File: config.mk
export PLATFORM = sky130hd
export DESIGN_NAME = azadi_pinmux
export DESIGN_NICKNAME = d
export VERILOG_FILES = /design/src/rtl/azadi_pinmux.sv
export SDC_FILE = /design/constraint.sdc
export NUM_CORES = 1
export LEC_CHECK = 0
export BUFFER_PORTS_ARGS = -buffer_cell sky130_fd_sc_hd__clkbuf_2
export CAP_MARGIN = 20
export CORE_AREA = 2 2 229 231
export CTS_CLUSTER_SIZE = 40
export DETAILED_ROUTE_END_ITERATION = 16
export DIE_AREA = 0 0 231 233
export PLACE_DENSITY = 0.39
export SLEW_MARGIN = 5
export SYNTH_ARGS = -nofsm -noshare
export SYNTH_HDL_FRONTEND = slang
export SYNTH_SLANG_ARGS = --single-unit
File: constraint.sdc
create_clock -name wb_clk_i -period 13.6 [get_ports wb_clk_i]
set_input_delay 0.68 -clock wb_clk_i [delete_from_list [all_inputs] [get_ports wb_clk_i]]
set_output_delay 0.68 -clock wb_clk_i [all_outputs]
set_load 0.05 [all_outputs]
File: src/rtl/azadi_pinmux.sv
// azadi_pinmux: runtime pad multiplexer; every function change tristates the pad for a guard interval.
// Optional feature: define PINMUX_INPUT_SYNC_EN to pass io_in through a 2-flop synchroniser.
module azadi_pinmux #(
   parameter int NPADS  = 38,
   parameter int NFUNC  = 4,
   parameter int SETTLE = 2,
   localparam int SW    = $clog2(NFUNC)
) (
   input  logic                   wb_clk_i,
   input  logic                   wb_rst_i,
   input  logic                   cfg_valid,
   output logic                   cfg_ready,
   input  logic [6:0]             cfg_addr,
   input  logic [SW-1:0]          cfg_wdata,
   output logic                   cfg_err,
   output logic                   cfg_locked,
   input  logic [NPADS*NFUNC-1:0] fn_out,
   input  logic [NPADS*NFUNC-1:0] fn_oe,
   output logic [NPADS*NFUNC-1:0] fn_in,
   input  logic [NPADS-1:0]       io_in,
   output logic [NPADS-1:0]       io_out,
   output logic [NPADS-1:0]       io_oeb,
   output logic [1:0]             dbg_state
);
   localparam int AW = $clog2(NPADS);
   localparam logic [6:0] LOCK_ADDR = 7'(NPADS);

   typedef enum logic [1:0] {IDLE = 2'd0, GUARD = 2'd1, APPLY = 2'd2} state_t;

   state_t        state_q, state_d;
   logic [3:0]    cnt_q, cnt_d;
   logic [AW-1:0] tgt_addr_q, tgt_addr_d;
   logic [SW-1:0] tgt_data_q, tgt_data_d;
   logic          locked_q, locked_d;
   logic          err_q, err_d;
   logic          sel_we;
   logic          guard;
   logic [SW-1:0] sel [NPADS];
   logic [SW-1:0] cur_sel;
   logic [NPADS-1:0] out_d, oeb_d, pad_in;

   // Handshake: a write transfers on any rising edge where cfg_valid & cfg_ready; ready is high only in IDLE.
   assign cfg_ready  = (state_q == IDLE);
   assign cfg_err    = err_q;
   assign cfg_locked = locked_q;
   assign dbg_state  = state_q;
   assign guard      = (state_q != IDLE);
   assign cur_sel    = sel[cfg_addr[AW-1:0]];

   always_comb begin
      state_d    = state_q;
      cnt_d      = cnt_q;
      tgt_addr_d = tgt_addr_q;
      tgt_data_d = tgt_data_q;
      locked_d   = locked_q;
      err_d      = 1'b0;
      sel_we     = 1'b0;
      case (state_q)
         IDLE: begin
            if (cfg_valid) begin
               if (locked_q || (cfg_addr > LOCK_ADDR)) begin
                  err_d = 1'b1;
               end else if (cfg_addr == LOCK_ADDR) begin
                  if (cfg_wdata[0]) locked_d = 1'b1;
               end else if (cfg_wdata != cur_sel) begin
                  tgt_addr_d = cfg_addr[AW-1:0];
                  tgt_data_d = cfg_wdata;
                  cnt_d      = 4'd0;
                  state_d    = GUARD;
               end
            end
         end
         GUARD: begin
            cnt_d = cnt_q + 4'd1;
            if (cnt_q == 4'(SETTLE - 1)) state_d = APPLY;
         end
         APPLY: begin
            sel_we  = 1'b1;
            state_d = IDLE;
         end
         default: state_d = IDLE;
      endcase
   end

   always_ff @(posedge wb_clk_i or posedge wb_rst_i) begin
      if (wb_rst_i) begin
         state_q    <= IDLE;
         cnt_q      <= 4'd0;
         tgt_addr_q <= '0;
         tgt_data_q <= '0;
         locked_q   <= 1'b0;
         err_q      <= 1'b0;
      end else begin
         state_q    <= state_d;
         cnt_q      <= cnt_d;
         tgt_addr_q <= tgt_addr_d;
         tgt_data_q <= tgt_data_d;
         locked_q   <= locked_d;
         err_q      <= err_d;
      end
   end

   always_ff @(posedge wb_clk_i or posedge wb_rst_i) begin
      if (wb_rst_i) begin
         for (int p = 0; p < NPADS; p++) sel[p] <= '0;
      end else if (sel_we) begin
         sel[tgt_addr_q] <= tgt_data_q;
      end
   end

   // The guard target stays tristated through APPLY so the old and new drivers never overlap.
   always_comb begin
      out_d = '0;
      oeb_d = '1;
      for (int p = 0; p < NPADS; p++) begin
         out_d[p] = fn_out[p*NFUNC + int'(sel[p])];
         oeb_d[p] = ~fn_oe[p*NFUNC + int'(sel[p])];
         if (guard && (tgt_addr_q == AW'(p))) begin
            out_d[p] = 1'b0;
            oeb_d[p] = 1'b1;
         end
      end
   end

   always_ff @(posedge wb_clk_i or posedge wb_rst_i) begin
      if (wb_rst_i) begin
         io_out <= '0;
         io_oeb <= '1;
      end else begin
         io_out <= out_d;
         io_oeb <= oeb_d;
      end
   end

`ifdef PINMUX_INPUT_SYNC_EN
   logic [NPADS-1:0] sync1_q, sync2_q;
   always_ff @(posedge wb_clk_i or posedge wb_rst_i) begin
      if (wb_rst_i) begin
         sync1_q <= '0;
         sync2_q <= '0;
      end else begin
         sync1_q <= io_in;
         sync2_q <= sync1_q;
      end
   end
   assign pad_in = sync2_q;
`else
   assign pad_in = io_in;
`endif

   always_comb begin
      fn_in = '0;
      for (int p = 0; p < NPADS; p++) begin
         for (int f = 0; f < NFUNC; f++) begin
            if (sel[p] == SW'(f)) fn_in[p*NFUNC + f] = pad_in[p];
         end
      end
   end
endmodule
==> implementation parameters, run 1 <==
Parameter                              Value

Hold path
  HP Class    in2async

Synthesis
  Post-Syn Nets    1247
  YS warnings    0
  Cell area after synthesis    10250 um2
  Sequential element share of the synthesized area    0.4147
  Ys flop type    dfrtp_1
  Flop and latch count out of synthesis    168
  Synth Area per Inst    between 10 and 15 um2
  Distinct cell type count of the synthesized netlist    53
  Instance count of the mapped netlist    891
  Post-synth EDFFs    0
  Fraction of registers with async set or reset after synthesis    1.000

Setup path
  Depth of the most critical reg-to-reg path    4
  Capture point of the worst reg-to-reg path    io_out[9]
  Maximum fanout along the worst path    26
  Classification of the worst setup path    in2reg
  Startpoint of the worst setup timing path    cfg_addr[0]
  Data required time of the critical path    13.96 ns
  Data arrival at the endpoint of the critical path    3.58 ns
  Kind of end point of the critical path    register
  Setup slack on the worst flop-to-flop path    10.65 ns
  Startpoint type of the worst setup path    input pin
  Startpoint of the lowest-slack register-to-register path    dbg_state[1]
  Worst setup path end    tgt_data_q[1]

Global routing
  Total grt overflow    0
  Wire length of the first global-routing pass    63940 um
  Vias in the first global route    around 9500
  Number of antenna violations at the first check in global routing    2
  GRT Util Overall    0.1654
  Pin count of the biggest net entering global routing    105

Floorplan
  Starting Density    0.2006
  Number of placement rows    83
  Std-Cell Core Area    between 50000 and 60000 um2
  Die X-Extent    231 um
  Vert. Die Dim    233 um
  Number of top-level pins    between 500 and 600
  Area of the die    roughly 54000 um2

STA
  Setup total negative slack    0 ns
  Post-route minimum period    3.221 ns
  Final setup viols    0
  Hold Fails Final Rpt    0
  Count of final max-slew check failures    0
  Final Cycle Share    0.2369
  Setup repair after global routing missed its margin    no
  Clock Skews    between 0.01 and 0.015 ns
  Max-slew headroom    0.2952
  Worst-margin pin slew    1.052 ns
  Maximum frequency from static timing analysis    310.4 MHz

Pwr
  Leakage component of the power    just over 7 nW
  Pwr Density    roughly 150 nW/um2
  Worst vdd ir    0.09717 mV
  Post-layout total power    around 0.0022 W

Route
  Remaining routing DRC violations    0
  Number of routed nets with antenna violations    0
  Vias per cell    4.448
  Violation count after the first detailed-route iteration    401
  Final Routed Wirelength    45240 um
  Detailed Routing Iterations Pass 1    4
  Vias    9461
  Routed WL per cell    21.27 um

Run
  Number of max-cap violations    0

Layout
  Most frequent standard cell in the layout excluding fill and tap cells    clkbuf_2
  Layout Area Growth over Synthesis    40.78%
  Flip-flop and latch area    4252 um2
  Net count of the finished layout    ~1800
  Number of inserted filler cells in the final layout    between 5000 and 6000
  Commonest non-fill, non-tap cells in the layout    586 x clkbuf_2, 130 x dfrtp_1, 123 x nand2_1
  Proportion of layout cells with a drive suffix above 1    0.5841
  Area of the multi-input gates    5719 um2

Clocking
  Hold-fix buffers, CTS    0
  TritonCTS clock tree    yes
  Clock insertion delay at the later pin of the skew report    about 0.48 ns
  Clock root cell    clkbuf_16
  Buffer levels on the longest clock path    2
  Post-cts repair resize count    0
  Number of buffers created by CTS    17
  Max H-tree Level    4
  Worst-path clk slew    about 0.070 ns
  Number of sinks on the clock net    168
  Setup bufs post-CTS    0

Outcome
  Status    completed

Place
  HPWL Detailed    37180 um
  GPL Wtd Cong    0.7839
  Port-buffer cells    586
-- sequential cells by signal (all words and copies together) (netlist names) --
| name | count |
|---|---|
| cnt_q | 4 |
| cfg_locked | 1 |
| sel | 76 |
| dbg_state | 2 |
| tgt_addr_q | 6 |
| tgt_data_q | 2 |
| io_oeb | 38 |
| cfg_err | 1 |
| io_out | 38 |
-- cells in the mapped netlist, drive strengths merged, types with 3 or more instances --
master	instances	area share
buf	8	0.0050
inv	4	0.0015
nor3b	39	0.029
nor2	90	0.033
mux2i	19	0.019
and3b	32	0.027
and3	38	0.023
or2	4	0.0024
a21oi	3	0.0015
o31ai	3	0.0022
nand3b	6	0.0044
nand3	7	0.0034
nor3	8	0.0039
nand2b	9	0.0062
dfstp	38	0.097
dfrtp	130	0.32
mux4	87	0.19
clkbuf	59	0.022
mux2	87	0.098
o21ai	21	0.012
nand2	123	0.045
o21a	18	0.013
and2	25	0.015
nor2b	3	0.0018
-- worst min path at each step --
stage	from	endpoint	slack, ns	depth (start not counted)
after floorplan	cnt_q[1]	cnt_q[1]	0.51	2
after global placement	cfg_locked	cfg_locked	0.54	1
after detailed placement	cfg_locked	cfg_locked	0.53	1
after CTS	wb_rst_i	io_out[24]	0.35	2
after global routing	wb_rst_i	io_out[34]	0.39	2
final	wb_rst_i	io_out[28]	0.34	2
-- power by group --
group	internal [W]	total, W	switching, W
logic	0.000276	0.000874	0.000598
registers	0.000608	0.000768	0.000161
clock network	0.000309	0.000539	0.000229
total	0.00119	0.00218	0.000988
-- logic make-up (layout without fill, tap and decap cells) --
| group | Yosys count | in the layout | synth area share |
|---|---|---|---|
| AOI/OAI and AO/OA | 65 | 65 | 0.04553 |
| adders and majority gates | 2 | 2 | 0.002441 |
| muxes | 193 | 193 | 0.3082 |
| xor gates and xnor gates | 1 | 1 | 0.0008545 |
| other | 0 | 2 | 0 |
| DFF | 168 | 168 | 0.4147 |
| buffers and inverters | 71 | 625 | 0.02807 |
| and+or+nand+nor | 391 | 391 | 0.2002 |
-- layer usage --
metal / track usage / wire length, um / part of all wire / up-vias
li1: - / - / - / 4361
met1: 0.2097 / 19160 / 0.42 / 4717
met2: 0.2761 / 22490 / 0.50 / 344
met3: 0.04301 / 2850 / 0.063 / 37
met4: 0.04859 / 727 / 0.016 / 2
met5: 0 / 9 / 0.00020 / -
-- critical path, cell delays in order --
cell and delay (ns):
clkbuf_2 0.62, mux4_2 0.62, mux2i_1 0.25, nand2_1 0.09, a2111oi_1 0.45, nor4_2 0.13, o21ai_4 0.39, mux2_4 0.34
-- per-stage QoR --
step,util,area [um2],hold WS [ns],setup WS [ns],std cells
global placement,0.2701,13800,0.5364,9.830,2093
finish,0.2824,14430,0.3405,10.38,2127
CTS,0.2823,14430,0.3470,10.33,2125
global route,0.2824,14430,0.3859,10.10,2126
floorplan,-,10250,0.5097,8.436,891
detailed placement,0.2701,13800,0.5309,9.811,2093
-- final cells by class --
| type | count | area share |
|---|---|---|
| timing repair buffer | 589 | 0.2048 |
| sequential | 168 | 0.2946 |
| inverter | 4 | 0.001561 |
| multi-input combinational | 652 | 0.3963 |
| clock inverter | 13 | 0.01344 |
| antenna | 2 | 0.0003468 |
| tap | 680 | 0.05896 |
| clock buffer | 19 | 0.03000 |
Power figures use the tool's default switching activity.
==> inputs of run 2 (changes only) <==
ABC_AREA = 1   (was default)
CORE_AREA = 2 2 228 230   (was 2 2 229 231)
DIE_AREA = 0 0 230 232   (was 0 0 231 233)
clock period = 3.1 ns   (was 13.6 ns; I/O delays follow)
==> implementation parameters, run 2 <==
Parameter                              Value

Outcome
  Status    completed

Synthesis
  Post-synthesis share of cell area spent on full adders, half adders and majority gates    0.002390
  Cell area after synthesis    10470 um2
  Post-synth EDFFs    0
  Most area-consuming cells after synthesis    dfrtp_1 31%, nand2_1 12%, nand3_1 10%
  Fraction of registers with async set or reset after synthesis    1.000
  Main combinational cell family by area after synthesis    simple AND/OR/NAND/NOR gates
  Most frequently used cell type in the post-synthesis netlist    nand2_1
  Sequential element share of the synthesized area    0.4060
  YS warnings    0
  Distinct cell type count of the synthesized netlist    33
  Mux cell area share after synthesis    0
  Post-synthesis xor/xnor area fraction    0
  Post-Syn Nets    1869
  Area leader, netlist    dfrtp_1
  Top cells by instance count after synthesis    339 x nand2_1, 209 x nand3_1, 190 x nor2_1, 138 x inv_1, 130 x dfrtp_1
  Basic-gate share of the synthesized area counting and, or, nand and nor cells    0.3494
  Synthesized-area fraction occupied by ao, oa, aoi and oai cells    0.1526
  Synth Area per Inst    6.921 um2
  Ys flop type    dfrtp_1
  Flop and latch count out of synthesis    168
  Portion of synthesized cell area occupied by the leading cell type    0.3107
  Instance count of the mapped netlist    1513

Pwr
  Fraction of power spent switching nets    0.2894
  Combinational Power Share    0.175
  Post-layout total power    0.005624 W
  Relative contribution of the clock network to total power    0.421
  Worst vdd ir    between 0.3 and 0.4 mV
  Pwr Density    about 360 nW/um2
  Sequential group share of total power    0.405
  Power spent charging and discharging nets    between 0.0015 and 0.002 W
  Leakage component of the power    7.418 nW
  Internal Power    between 0.003 and 0.004 W

Layout
  Fin cells    2852
  Proportion of layout cells with a drive suffix above 1    0.3275
  Most flop-heavy register    sel
  Most frequent standard cell in the layout excluding fill and tap cells    clkbuf_2
  Net count of the finished layout    2514
  Commonest non-fill, non-tap cells in the layout    586 x clkbuf_2, 339 x nand2_1, 209 x nand3_1
  Layout Area Growth over Synthesis    50.48%
  Flip-flop count of the largest register, all copies and words added    76
  Largest registers    sel: 76 flops, io_oeb: 38 flops, io_out: 38 flops

Place
  HPWL Detailed    45660 um
  Number of placed cells counting well taps    roughly 2700
  Worst slack at placement    0.5875 ns
  Port-buffer cells    586
  GPL Wtd Cong    0.8981

Route
  Vias    13039
  Violation count after the first detailed-route iteration    878
  Detailed Routing Iterations Pass 1    6
  Final Routed Wirelength    ~56000 um
  Number of routed nets with antenna violations    0
  Vias per cell    4.572
  Routed WL per cell    19.60 um
  Remaining routing DRC violations    0

STA
  Setup total negative slack    0 ns
  Max-slew headroom    0.3649
  Final setup viols    0
  Final Cycle Share    0.8165
  Setup repair after global routing missed its margin    no
  Count of final max-slew check failures    0
  Hold Fails Final Rpt    0
  Smallest setup slack after layout    roughly 0.57 ns
  Worst-margin pin slew    0.9507 ns
  Clock Skews    approximately 0.0086 ns
  Post-route minimum period    2.531 ns
  Maximum frequency from static timing analysis    slightly below 400 MHz

Setup path
  Cell at the slowest stage of the critical path    dlygate4sd3_1
  Startpoint type of the worst setup path    register
  Maximum fanout along the worst path    14
  Classification of the worst setup path    reg2reg
  Cell-by-cell trace of the critical path    nor2_1 > nor2_2 > buf_4 > inv_1 > buf_4 > nor2_1 > a41oi_1 > dlygate4sd3_1
  Startpoint of the worst setup timing path    dbg_state[1]
  Slowest cell delay on critical path    0.57 ns
  Data required time of the critical path    around 3.5 ns
  Data arrival at the endpoint of the critical path    2.91 ns
  Kind of end point of the critical path    register
  Startpoint of the lowest-slack register-to-register path    dbg_state[1]

Clocking
  Max H-tree Level    4
  Setup bufs post-CTS    0
  TritonCTS clock tree    yes
  Clock root cell    clkbuf_16
  Worst-path clk slew    around 0.07 ns
  Buffer levels on the longest clock path    2
  Clock insertion delay at the later pin of the skew report    between 0.4 and 0.5 ns
  Number of sinks on the clock net    168
  Number of buffers created by CTS    17
  Post-cts repair resize count    0

Global routing
  Wire length of the first global-routing pass    between 80000 and 90000 um
  GRT Util Overall    0.2028
  Number of antenna violations at the first check in global routing    6
  Pin count of the biggest net entering global routing    36
  Total grt overflow    0
  Vias in the first global route    12708

Run
  Number of max-cap violations    0

Hold path
  HP Class    in2reg
  Source of the worst hold timing path    fn_oe[59]

Floorplan
  Std-Cell Core Area    50890 um2
  Starting Density    0.2058
  Vert. Die Dim    232 um
  Number of placement rows    between 80 and 90
  Number of top-level pins    around 600
  Area of the die    53360 um2
  Die X-Extent    approximately 230 um
## run 2: cell types whose count changed after synthesis, moves of 79 or more
cell	change
nand2_1	+216
nand3_1	+202
inv_1	+134
o21ai_0	+101
nor2_1	+100
nor3_1	+89
mux4_2	-87
mux2_2	-79
## run 2: final timing paths
path	endpoint	slack [ns]	cells after the start
setup reg to reg	io_out[10]	0.57	8
hold reg to reg	tgt_data_q[0]	0.50	2
hold / removal	io_oeb[14]	0.02	4
setup / recovery	io_out[10]	0.57	8
min in group asynchronous	io_out[13]	0.45	3
max in group asynchronous	io_oeb[24]	1.75	4
## run 2: cell type report
type	instances	area [um2]
Fill cell	5713	35130
Tap cell	680	850.8
Timing Repair Buffer	717	4199
Inverter	143	540.5
Clock buffer	18	429.2
Sequential cell	168	4252
Clock inverter	14	197.7
Antenna cell	1	2.502
Multi-Input combinational cell	1111	5286
## run 2: cell families (layout without fill, tap and decap cells)
family / after synthesis / in the layout
AO/OA/AOI/OAI: 253 / 253
adder cells (fa/ha/maj): 2 / 2
buffers and inverters: 234 / 892
other: 0 / 1
AND/OR/NAND/NOR: 856 / 856
flip-flops: 168 / 168
## run 2: layer usage
| metal | up-vias | track usage | wire length, um |
|---|---|---|---|
| li1 | 6381 | - | - |
| met1 | 6222 | 0.2707 | 25340 |
| met2 | 396 | 0.3430 | 27050 |
| met3 | 36 | 0.03684 | 2776 |
| met4 | 4 | 0.03891 | 709 |
| met5 | - | 0 | 24 |
## run 2: through the flow
stage,instance area [um2],hold slack (ns),utilization
finish,15760,0.02229,0.3097
global route,15760,0.009976,0.3096
CTS,15760,0.0004530,0.3096
detailed placement,14100,0.3855,0.2770
global placement,14100,0.3885,0.2770
floorplan,10480,0.2981,-
## run 2: what timing repair did
action	4_1_cts	5_1_grt
endpoints found under the hold margin	79	0
setup endpoints to repair	0	0
hold buffers	103	0
## run 2: worst max-delay path, delay by kind of cell, from the launching register on
kind / cells / cell delay [ns]
AND/OR/NAND/NOR: 3 / 0.67
AO/OA/AOI/OAI: 1 / 0.19
buffers and inverters: 4 / 1.17
flip-flops: 1 / 0.43
## run 2: power by group through the flow
stage / sequential [W] / combinational [W] / clock (W)
CTS: 0.00228 / 0.000995 / 0.00245
finish: 0.00228 / 0.000983 / 0.00237
detailed placement: 0.00232 / 0.000889 / 0
global route: 0.00228 / 0.00106 / 0.00254
floorplan: 0.00251 / 0.000293 / 0
global placement: 0.00232 / 0.000888 / 0
==> inputs of run 3 (changes only) <==
clock period = 2.55 ns   (was 3.1 ns; I/O delays follow)
==> implementation parameters, run 3 (synthesis results as in run 2) <==
Parameter                              Value

Pwr
  Pwr Density    412.4 nW/um2
  Worst vdd ir    roughly 0.44 mV
  Leakage component of the power    7.756 nW

Setup path
  Number of buffer and inverter instances along the worst setup path    4
  Classification of the worst setup path    reg2reg
  Setup slack on the worst flop-to-flop path    between 0.15 and 0.2 ns
  Maximum fanout along the worst path    5
  Data required time of the critical path    2.88 ns
  Dominant delay contributor by cell family on the critical path    buffers and inverters
  Slowest cell delay on critical path    0.57 ns
  Startpoint type of the worst setup path    register
  Cell at the slowest stage of the critical path    dlygate4sd3_1
  Startpoint of the lowest-slack register-to-register path    tgt_addr_q[0]
  Cell mode on critical path    nor2_1
  Kind of end point of the critical path    register
  Cell-by-cell trace of the critical path    nor2_1 > inv_1 > nor2_1 > inv_1 > nor2_1 > inv_1 > nor2_1 > a41oi_1 > dlygate4sd3_1
  Data arrival at the endpoint of the critical path    roughly 2.7 ns
  Startpoint of the worst setup timing path    tgt_addr_q[0]

Outcome
  Status    completed

STA
  Final setup viols    0
  Maximum frequency from static timing analysis    around 420 MHz
  Clock Skews    0.008986 ns
  Hold Fails Final Rpt    0
  Post-route minimum period    2.354 ns
  Count of final max-slew check failures    0
  Setup total negative slack    0 ns
  Final Cycle Share    0.9232
  Max-slew headroom    0.4356
  Worst hold slack after final layout    0.006680 ns
  Setup repair after global routing missed its margin    no
  Worst-margin pin slew    0.8415 ns

Floorplan
  Number of placement rows    83
  Vert. Die Dim    roughly 230 um
  Starting Density    0.2058
  Number of top-level pins    just under 600
  Die X-Extent    230 um
  Area of the die    53360 um2
  Std-Cell Core Area    50890 um2

Global routing
  Met2 capacity usage during global routing    0.3485
  Top Usage Layer GRT    met2
  Vias in the first global route    13129
  GRT met1 Usage    0.2710
  Total grt overflow    0
  GRT met3 Usage    0.03352
  Pin count of the biggest net entering global routing    76
  Number of antenna violations at the first check in global routing    6
  Wire length of the first global-routing pass    81960 um
  GRT Util Overall    0.2060

Layout
  Largest registers    sel: 76 flops, io_oeb: 38 flops, io_out: 38 flops
  Most frequent standard cell in the layout excluding fill and tap cells    clkbuf_2
  Net count of the finished layout    about 2600
  Proportion of layout cells with a drive suffix above 1    0.3351
  Layout Area Growth over Synthesis    56.79%
  Commonest non-fill, non-tap cells in the layout    586 x clkbuf_2, 339 x nand2_1, 209 x nand3_1
  Flip-flop count of the largest register, all copies and words added    76
  Most flop-heavy register    sel

Route
  Number of routed nets with antenna violations    0
  Vias per cell    about 4.6
  Final Routed Wirelength    approximately 57000 um
  Vias    13380
  Detailed Routing Iterations Pass 1    7
  Violation count after the first detailed-route iteration    slightly above 800
  Remaining routing DRC violations    0
  Routed WL per cell    19.32 um

Clocking
  Buffer levels on the longest clock path    2
  Worst-path clk slew    0.07 ns
  Max H-tree Level    4
  Number of buffers created by CTS    17
  Clock insertion delay at the later pin of the skew report    0.45 ns
  Clock root cell    clkbuf_16
  TritonCTS clock tree    yes
  Number of sinks on the clock net    168

Place
  HPWL Detailed    45920 um
  GPL Wtd Cong    0.8933
  Port-buffer cells    586

Hold path
  HP Class    in2reg
  Source of the worst hold timing path    fn_oe[88]

Run
  Number of max-cap violations    0
[run 3: final timing paths]
check,end,depth (start not counted)
min in group asynchronous,io_out[14],3
max in group asynchronous,io_oeb[26],4
setup / recovery,io_out[16],9
setup reg to reg,io_out[16],9
hold reg to reg,tgt_data_q[1],2
hold / removal,io_oeb[22],4
[run 3: worst register-to-register path, delay by kind of cell, from the launching register on]
family	cells	cell delay [ns]
compound gates	1	0.07
simple gates	4	0.81
buf+inv	4	0.93
flops	1	0.42
[run 3: layout make-up]
cell class              instances  area [um2]
repair buffers                793        4875
clock inverters                11       150.1
well taps                     680       850.8
clock buffers                  21       450.4
multi-input cells            1111        5294
fillers                      5679       34470
flip-flops and latches        168        4252
diodes                          1       2.502
inverters                     143       544.3
[run 3: through the flow]
step | cell area (um2) | cells | util | power (W) | setup WS, ns
3_5_place_dp | 14380 | 2754 | 0.2826 | 0.003893 | 0.3812
2_1_floorplan | 10480 | 1513 | - | 0.003405 | 0.2273
6_report | 16420 | 2928 | 0.3226 | 0.006771 | 0.1958
5_1_grt | 16420 | 2927 | 0.3226 | 0.007081 | 0.04836
4_1_cts | 16380 | 2926 | 0.3220 | 0.006895 | 0.03041
3_3_place_gp | 14380 | 2754 | 0.2826 | 0.003892 | 0.4301
[run 3: routing by layer]
layer | up-vias | share of wire
li1 | 6528 | -
met1 | 6349 | 0.44
met2 | 435 | 0.48
met3 | 60 | 0.053
met4 | 8 | 0.019
met5 | - | 0.00099
[run 3: timing repair]
| action | CTS | global route |
|---|---|---|
| hold buffers | 140 | 0 |
| setup endpoints to repair | 0 | 7 |
| setup buffers | 0 | 1 |
| resized for setup | 0 | 5 |
| hold endpoints to repair | 200 | 0 |
[run 3: power breakdown]
part	internal (W)	total [W]	switching, W
registers	0.00275	0.00277	0.0000177
clock network	0.00157	0.00277	0.00120
logic	0.000488	0.00123	0.000747
total	0.00481	0.00677	0.00196
